File: config.mk
export PLATFORM = sky130hd
export DESIGN_NAME = seg7_display_scanner
export DESIGN_NICKNAME = d
export VERILOG_FILES = /design/src/rtl/seg7_display_scanner_pkg.sv /design/src/rtl/seg7_display_scanner_bin2bcd_seq.sv /design/src/rtl/seg7_display_scanner.sv
export SDC_FILE = /design/constraint.sdc
export NUM_CORES = 1
export LEC_CHECK = 0
export ABC_AREA = 1
export BUFFER_PORTS_ARGS = -buffer_cell sky130_fd_sc_hd__buf_4
export CORE_MARGIN = 2
export CORE_UTILIZATION = 52
export CTS_CLUSTER_SIZE = 16
export DETAILED_ROUTE_END_ITERATION = 7
export PLACE_DENSITY_LB_ADDON = 0.05
export REMOVE_ABC_BUFFERS = 1
export SYNTH_ARGS = -nofsm -noshare
export SYNTH_HDL_FRONTEND = slang
export SYNTH_SLANG_ARGS = --single-unit
File: constraint.sdc
create_clock -name clk -period 7.5 [get_ports clk]
set_input_delay 1.125 -clock clk [delete_from_list [all_inputs] [get_ports clk]]
set_output_delay 1.125 -clock clk [all_outputs]
set_load 0.01 [all_outputs]
File: src/rtl/seg7_display_scanner_pkg.sv
// Shared constants for the seven-segment display scanner: glyphs, converter
// state encoding and the double-dabble nibble adjust helper.
package seg7_display_scanner_pkg;

    // Active-low glyphs, bit order {g,f,e,d,c,b,a}
    localparam logic [6:0] SEG_0     = 7'b1000000;
    localparam logic [6:0] SEG_1     = 7'b1111001;
    localparam logic [6:0] SEG_2     = 7'b0100100;
    localparam logic [6:0] SEG_3     = 7'b0110000;
    localparam logic [6:0] SEG_4     = 7'b0011001;
    localparam logic [6:0] SEG_5     = 7'b0010010;
    localparam logic [6:0] SEG_6     = 7'b0000010;
    localparam logic [6:0] SEG_7     = 7'b1111000;
    localparam logic [6:0] SEG_8     = 7'b0000000;
    localparam logic [6:0] SEG_9     = 7'b0010000;
    localparam logic [6:0] SEG_BLANK = 7'b1111111;

    typedef enum logic [1:0] {
        ST_IDLE   = 2'd0,
        ST_SHIFT  = 2'd1,
        ST_COMMIT = 2'd2
    } conv_state_t;

    // Decimal glyph for one BCD nibble; non-decimal codes render blank
    function automatic logic [6:0] seg_glyph(input logic [3:0] nib);
        logic [6:0] g;
        case (nib)
            4'd0:    g = SEG_0;
            4'd1:    g = SEG_1;
            4'd2:    g = SEG_2;
            4'd3:    g = SEG_3;
            4'd4:    g = SEG_4;
            4'd5:    g = SEG_5;
            4'd6:    g = SEG_6;
            4'd7:    g = SEG_7;
            4'd8:    g = SEG_8;
            4'd9:    g = SEG_9;
            default: g = SEG_BLANK;
        endcase
        return g;
    endfunction

    // Add 3 to every BCD nibble that is 5 or more, ahead of the left shift
    function automatic logic [19:0] bcd_adjust(input logic [19:0] v);
        logic [19:0] r;
        r = v;
        for (int i = 0; i < 5; i++) begin
            if (v[i*4 +: 4] >= 4'd5) begin
                r[i*4 +: 4] = v[i*4 +: 4] + 4'd3;
            end
        end
        return r;
    endfunction

endpackage

File: src/rtl/seg7_display_scanner_bin2bcd_seq.sv
// Sequential 16-bit binary to 5-digit BCD converter (shift-and-add-3).
// Start is honoured only in ST_IDLE; done pulses for the single COMMIT cycle.
module bin2bcd_seq
    import seg7_display_scanner_pkg::*;
(
    input  logic        clk,
    input  logic        reset,
    input  logic        start,
    input  logic [15:0] binary,
    output logic        busy,
    output logic        done,
    output logic [19:0] bcd
);

    conv_state_t r_state;
    conv_state_t w_state_next;
    logic [15:0] r_bin;
    logic [15:0] w_bin_next;
    logic [19:0] r_bcd;
    logic [19:0] w_bcd_next;
    logic [19:0] w_bcd_adj;
    logic [3:0]  r_cnt;
    logic [3:0]  w_cnt_next;

    assign w_bcd_adj = bcd_adjust(r_bcd);

    // State and datapath registers
    always_ff @(posedge clk or posedge reset) begin
        if (reset) begin
            r_state <= ST_IDLE;
            r_bin   <= 16'd0;
            r_bcd   <= 20'd0;
            r_cnt   <= 4'd0;
        end else begin
            r_state <= w_state_next;
            r_bin   <= w_bin_next;
            r_bcd   <= w_bcd_next;
            r_cnt   <= w_cnt_next;
        end
    end

    // Next-state logic: capture on start, 16 shift steps, one commit cycle
    always_comb begin
        w_state_next = r_state;
        w_bin_next   = r_bin;
        w_bcd_next   = r_bcd;
        w_cnt_next   = r_cnt;
        case (r_state)
            ST_IDLE: begin
                if (start) begin
                    w_bin_next   = binary;
                    w_bcd_next   = 20'd0;
                    w_cnt_next   = 4'd0;
                    w_state_next = ST_SHIFT;
                end
            end
            ST_SHIFT: begin
                w_bcd_next = {w_bcd_adj[18:0], r_bin[15]};
                w_bin_next = {r_bin[14:0], 1'b0};
                w_cnt_next = r_cnt + 4'd1;
                if (r_cnt == 4'd15) begin
                    w_state_next = ST_COMMIT;
                end
            end
            ST_COMMIT: begin
                w_state_next = ST_IDLE;
            end
            default: begin
                w_state_next = ST_IDLE;
            end
        endcase
    end

    assign busy = (r_state != ST_IDLE);
    assign done = (r_state == ST_COMMIT);
    assign bcd  = r_bcd;

endmodule

File: src/rtl/seg7_display_scanner.sv
// Four-digit multiplexed seven-segment display driver fed by a sequential
// binary-to-BCD converter, with optional leading-zero blanking.
module seg7_display_scanner
    import seg7_display_scanner_pkg::*;
#(
    parameter int unsigned REFRESH_DIV   = 50000,
    parameter int unsigned AUTO_LOAD     = 1,
    parameter int unsigned BLANK_LEADING = 1
) (
    input  logic        clk,
    input  logic        reset,
    input  logic [15:0] binary,
    input  logic        load,
    output logic        busy,
    output logic [6:0]  seven_segment,
    output logic [3:0]  enable,
    output logic [3:0]  leds
);

    localparam int unsigned CntW = (REFRESH_DIV > 1) ? $clog2(REFRESH_DIV) : 1;

    logic            w_start;
    logic            w_busy;
    logic            w_done;
    logic [19:0]     w_bcd;
    logic [15:0]     r_last;
    logic [19:0]     r_disp;
    logic [CntW-1:0] r_refresh;
    logic [1:0]      r_index;
    logic [3:0]      r_enable;
    logic [6:0]      r_seg;
    logic [3:0]      w_blank;
    logic [3:0]      w_digit;

    assign w_start = load | ((AUTO_LOAD != 0) & (binary != r_last));

    bin2bcd_seq u_conv (
        .clk    (clk),
        .reset  (reset),
        .start  (w_start),
        .binary (binary),
        .busy   (w_busy),
        .done   (w_done),
        .bcd    (w_bcd)
    );

    // Remember the value handed to the converter; display only whole results
    always_ff @(posedge clk or posedge reset) begin
        if (reset) begin
            r_last <= 16'd0;
            r_disp <= 20'd0;
        end else begin
            if (w_start && !w_busy) begin
                r_last <= binary;
            end
            if (w_done) begin
                r_disp <= w_bcd;
            end
        end
    end

    // Free-running refresh timer stepping the digit index on each wrap
    always_ff @(posedge clk or posedge reset) begin
        if (reset) begin
            r_refresh <= '0;
            r_index   <= 2'd0;
        end else if (r_refresh == CntW'(REFRESH_DIV - 1)) begin
            r_refresh <= '0;
            r_index   <= r_index + 2'd1;
        end else begin
            r_refresh <= r_refresh + 1'b1;
        end
    end

    // Leading-zero blanking: a digit blanks only if it and all above it are zero
    always_comb begin
        w_blank = 4'b0000;
        if (BLANK_LEADING != 0) begin
            w_blank[3] = (r_disp[15:12] == 4'd0) && (r_disp[19:16] == 4'd0);
            w_blank[2] = (r_disp[11:8] == 4'd0) && w_blank[3];
            w_blank[1] = (r_disp[7:4] == 4'd0) && w_blank[2];
        end
    end

    assign w_digit = r_disp[{r_index, 2'b00} +: 4];

    // Anode and glyph registered together so they switch on the same edge
    always_ff @(posedge clk or posedge reset) begin
        if (reset) begin
            r_enable <= 4'b1110;
            r_seg    <= SEG_0;
        end else begin
            r_enable <= ~(4'b0001 << r_index);
            r_seg    <= w_blank[r_index] ? SEG_BLANK : seg_glyph(w_digit);
        end
    end

    assign busy          = w_busy;
    assign enable        = r_enable;
    assign seven_segment = r_seg;
    assign leds          = r_disp[19:16];

endmodule

# After elaboration in Yosys (flattened, before gate mapping)
# Memories as Yosys holds them, arrays and structs flattened.
# Index checks and enable logic that the tools add are counted.
op_classes:
  addsub: 8
  order_cmp: 6
  eq_ne: 7
  shifts: 2
  mux: 18
  n_bitwise: 2
  reduce_logical: 14
op_table:
  columns: ["operator", "count"]
  rows:
  - ["$pmux W20 S2", 1]
  - ["$mux W16", 2]
  - ["$pmux W16 S2", 1]
  - ["$ge A4 B3 Y1 const B", 5]
  - ["$mux W20", 1]
  - ["$mux W4", 5]
  - ["$shiftx A20 B5 Y4", 1]
  - ["$add A16 B1 Y16 const B", 1]
  - ["$add A4 B2 Y4 const B", 4]
  - ["$eq A16 B16 Y1 const B", 1]
  - ["$logic_not A4 Y1", 4]
  - ["$ne A16 B16 Y1", 1]
  - ["$pmux W4 S2", 1]
  - ["$mux W7", 1]
  - ["$add A4 B1 Y4 const B", 1]
  - ["$eq A4 B4 Y1 const B", 1]
  - ["$logic_and A1 B1 Y1", 4]
  - ["$mux W2", 2]
  - ["$not A4 Y4", 1]
  - ["$pmux W2 S2", 1]
  - ["$reduce_and A2 Y1", 2]
  - ["$reduce_bool A2 Y1", 2]
  - ["$shl A1 B2 Y4 const A", 1]
  - ["$add A3 B2 Y3 const B", 1]
  - ["12 further kinds", 12]
totals:
  reg_bits: 107
  rom_bits: 112
  in_bits: 19
  out_inout_bits: 16
  wordCells: 68
  n_memories: 1
mem_list:
  columns: ["name", "depth", "word_bits", "rd", "rd_ports_with_merged_regs", "write_ports", "line_no", "source"]
  rows:
  - ["(name not given)", 16, 7, 1, 0, 0, "seg7_display_scanner_pkg.sv:27", "case (nib)"]

# Depth between registers and ports, before layout
logic_depth:
  ltp_word: 7
  depth_mapped: 12
  ltp_nobuf: 11

# Hierarchy
# From an unflattened synthesis, not the netlist that was laid out.
unflattened:
  cells_unflattened: 675
  hier_area_um2: 5665.4
by_module_without_submodules:
  columns: ["mod", "n_inst", "cells_each", "area_each_um2", "seq_area_each_um2"]
  rows:
  - ["seg7_display_scanner", 1, 394, 3339.5, 1631.6]
  - ["bin2bcd_seq", 1, 281, 2326.0, 1051.0]

# Worst setup path before layout
# OpenSTA, ideal clock, no wires.
synth_path:
  kind: "input-to-reg"
  start: "input binary[1]"
  end: "register u_conv.r_bin[10]"
  setup_ns: 0.117
  arrival_time_ns: 1.970
  required_ns: 7.383
  slack_ns: 5.413
  stages: 12
  n_path_buf: 1
  path_cell_list: "inv_1 nand2_1 nand2_1 nor2_1 nand2_1 nor2_1 nand3_1 nand2_4 nand2_4 buf_6 nand2_1 nand2_1"
synth_between:
  elab_chain_cells: 4
synth_rtl:
  columns: ["item", "line_no", "source"]
  rows:
  - ["from (decl)", "seg7_display_scanner.sv:12", "input logic [15:0] binary,"]
  - ["$ne A16 B16 Y1", "seg7_display_scanner.sv:35", "assign w_start = load | ((AUTO_LOAD != 0) & (binary != r_last));"]
  - ["$or A1 B1 Y1", "seg7_display_scanner.sv:35", null]
  - ["$ne A2 B2 Y1 (no source line)", null, null]
  - ["$reduce_and A2 Y1 (no source line)", null, null]
  - ["to (signal assigned)", "seg7_display_scanner_bin2bcd_seq.sv:36", "r_bin <= w_bin_next;"]
  - ["to (decl)", "seg7_display_scanner_bin2bcd_seq.sv:17", "logic [15:0] r_bin;"]
# No other way between the ends.
# A chain may end at the register's enable or synchronous reset.

# Worst setup path in the final report
layout_path:
  start: "input binary[10]"
  end: "register u_conv.r_bin[8]"
# Same word-level chain as after synthesis.

==> reports/results.ini <==
[worst_setup_path]
worstPathRequired_ps=7780
path_max_fanout=72
worstSetupPathType=input pin to register
cp-start-kind=input pin
critical_path.endpoint_type=register
critical_path_arrival_ps=2800

[cells_and_area]
nFillCells=963
drive_gt1_frac=0.09267
syn_to_final_growth_pct=8.967
final_area_um2=6006
n_antenna_cell=0
nNetsFinal=758

[timing]
hold_viol_final=0
fin_crit_sh=0.3367
fin_skew_ps=15.56
worstMarginPinSlew_ps=1092
whs_ps=470.0
grt_setup_unrepaired=no
period_needed_ps=2525
final-max-slew-violation-count=0
fin_setup_tns_ps=0
setup_ws_ps=4975
relSlewSlack=0.2700
fmax_mhz=396.0
setup_viol=0

[global_route]
grt_max_degree=83
antenna_found_initial=0
grtUsageTotal=0.1979
grt_overflow=0
grt_pass1_wl_um=18040
first_global_vias=3938

[yosys]
synth_area_leaders=dfrtp_1, nand2_1, o21ai_0
yosysWarnings=0
syn_inst=697
synth-seq-cells=107
yosys.area.top_type=dfrtp_1
ys_types=29
synth_top_area_frac=0.4677
synth_area_um2=5512
avgSynthCellArea_um2=7.908
ys_seq_area_frac=0.4867

[placed_design]
io_buffers=34
place_hpwl_um=7130
place.gp.congestion=0.9001
dp_worst_setup_slack_ps=4545
placed_cell_area_um2=5806

[floorplan]
rows=37
start_util=0.5339
die_area_um2=11440
io_pins=35
core_area_um2=10320
die_h_um=107.0
die_w_um=107.0

[cts]
cts_tree=done
cts_htree_levels=3
cts_sinks=107
clkLatencyLatePin_ps=390
clk_pin_slew_ps=100
cts.repair.resized=0
ctsHoldBuffers=0
clockBufferDepth=2
cts-root-buf=clkbuf_8
numCtsBuffers=9
cts_setup_buffers=0

[power_and_ir_drop]
total_power_uw=2185
powerDensity_nw_per_um2=363.9
peakVddDrop_v=0.0001947
leakage_uw=0.003225

[job]
cap_viol_max_count=0

[detailed_routing]
vias_per_cell=5.106
drtPass1Iterations=5
vias=4386
dr.first_iter.drc_count=185
drc=0
finalWirelength_um=10470
post_drt_wl_per_cell_um=12.19
antenna_left=0

[hold_path]
hp-class=register to register

[outcome]
status=complete, no violations

## worst paths after layout
path	startpoint	endpoint	slack [ps]	cells after the start
worst max-delay path	binary[10]	u_conv.r_bin[8]$_DFFE_PP0P_	4970	12
worst min-delay path	r_refresh[0]$_DFF_PP0_	r_refresh[0]$_DFF_PP0_	470	1
worst max register to register	r_last[10]$_DFFE_PP0P_	u_conv.r_bin[8]$_DFFE_PP0P_	5420	11
worst min register to register	r_refresh[0]$_DFF_PP0_	r_refresh[0]$_DFF_PP0_	470	1
max in group asynchronous	reset	r_last[7]$_DFFE_PP0P_	5480	3
min in group asynchronous	reset	u_conv.bcd[15]$_DFFE_PP0P_	690	2
## cells in the mapped netlist
master and n:
buf_4 12, dfstp_2 4, clkbuf_1 8, buf_6 1, buf_2 2, o21ai_1 1, ha_1 21, o21bai_1 2
o21ai_0 82, nand3_1 60, inv_1 88, nor2_1 39, nand2_1 206, xor2_1 6, nand4_1 8, or2_2 2
nor2_2 1, o211a_1 1, nand2_4 2, xnor2_1 5, buf_1 4, dfrtp_1 103, nor3_4 1, nor3_1 4
a21oi_1 19, o211ai_1 8, and2_2 1, nor4_1 4, inv_2 2
## cells in the final DEF, fill, tap and decap left out
master      count
clkbuf_8        9
clkinv_4        2
inv_2           2
bufinv_16       1
nand2_1       206
nor2_1         39
clkinv_2        1
nand4_1         8
buf_4          37
clkinvlp_4      2
o211ai_1        8
inv_4           1
nand2_4         2
xnor2_1         5
o211a_1         1
inv_1          87
nor3_4          1
ha_1           21
inv_6           1
xor2_1          6
o21ai_0        82
nor4_1          4
o21ai_1         1
dfstp_2         4
o21bai_1        2
dfrtp_1       103
nand3_1        60
nor2_2          1
or2_2           2
a21oi_1        19
nor3_1          4
and2_2          1
## worst max-delay path: stages
cell and delay, ps:
buf_4 80, inv_1 50, nand2_1 50, nand2_1 50
nor2_1 150, nand2_1 90, nor2_1 90, nand3_1 120
nand2_4 560, nand2_4 240, nand2_1 120, nand2_1 50
## layout make-up
class | count | area (um^2) | share of cell area
Timing Repair Buffer | 37 | 277.8 | 0.04625
Tap cell | 136 | 170.2 | 0.02833
Clock buffer | 9 | 123.9 | 0.02063
Inverter | 90 | 340.3 | 0.05667
Sequential cell | 107 | 2683 | 0.4467
Clock inverter | 7 | 76.32 | 0.01271
Multi-Input combinational cell | 473 | 2335 | 0.3888
## registers in the layout, summed over array words and instances, names as in the netlist
signal / cells
r_refresh: 16
r_disp: 20
u_conv.r_state: 2
enable: 4
seven_segment: 7
r_last: 16
u_conv.bcd: 20
u_conv.r_bin: 16
u_conv.r_cnt: 4
r_index: 2
## layer usage
| layer | wire length, um | track usage | vias to the layer above |
|---|---|---|---|
| met3 | 389 | 0.05593 | 11 |
| met4 | 132 | 0.05751 | 0 |
| met5 | 0 | 0 | - |
| li1 | - | - | 2252 |
| met1 | 5012 | 0.2621 | 2054 |
| met2 | 4938 | 0.3185 | 69 |
## per-stage QoR
step | utilization | instances
floorplan | - | 670
CTS | 0.5817 | 859
detailed placement | 0.5624 | 843
finish | 0.5817 | 859
global route | 0.5817 | 859
global placement | 0.5624 | 843
## kinds of logic (layout without fill, tap and decap cells)
group / count (synthesis) / after routing / synth area share
DFF: 107 / 107 / 0.4867
xor gates and xnor gates: 11 / 11 / 0.01748
AOI/OAI and AO/OA: 113 / 113 / 0.1081
adders and majority gates: 21 / 21 / 0.04767
buffers and inverters: 117 / 143 / 0.08967
and+or+nand+nor: 328 / 328 / 0.2504
## report_power, final
group	switching, uW	internal [uW]
sequential	159	802
combinational	531	338
clock	200	156
No activity file was read; power rests on OpenSTA's default activity.
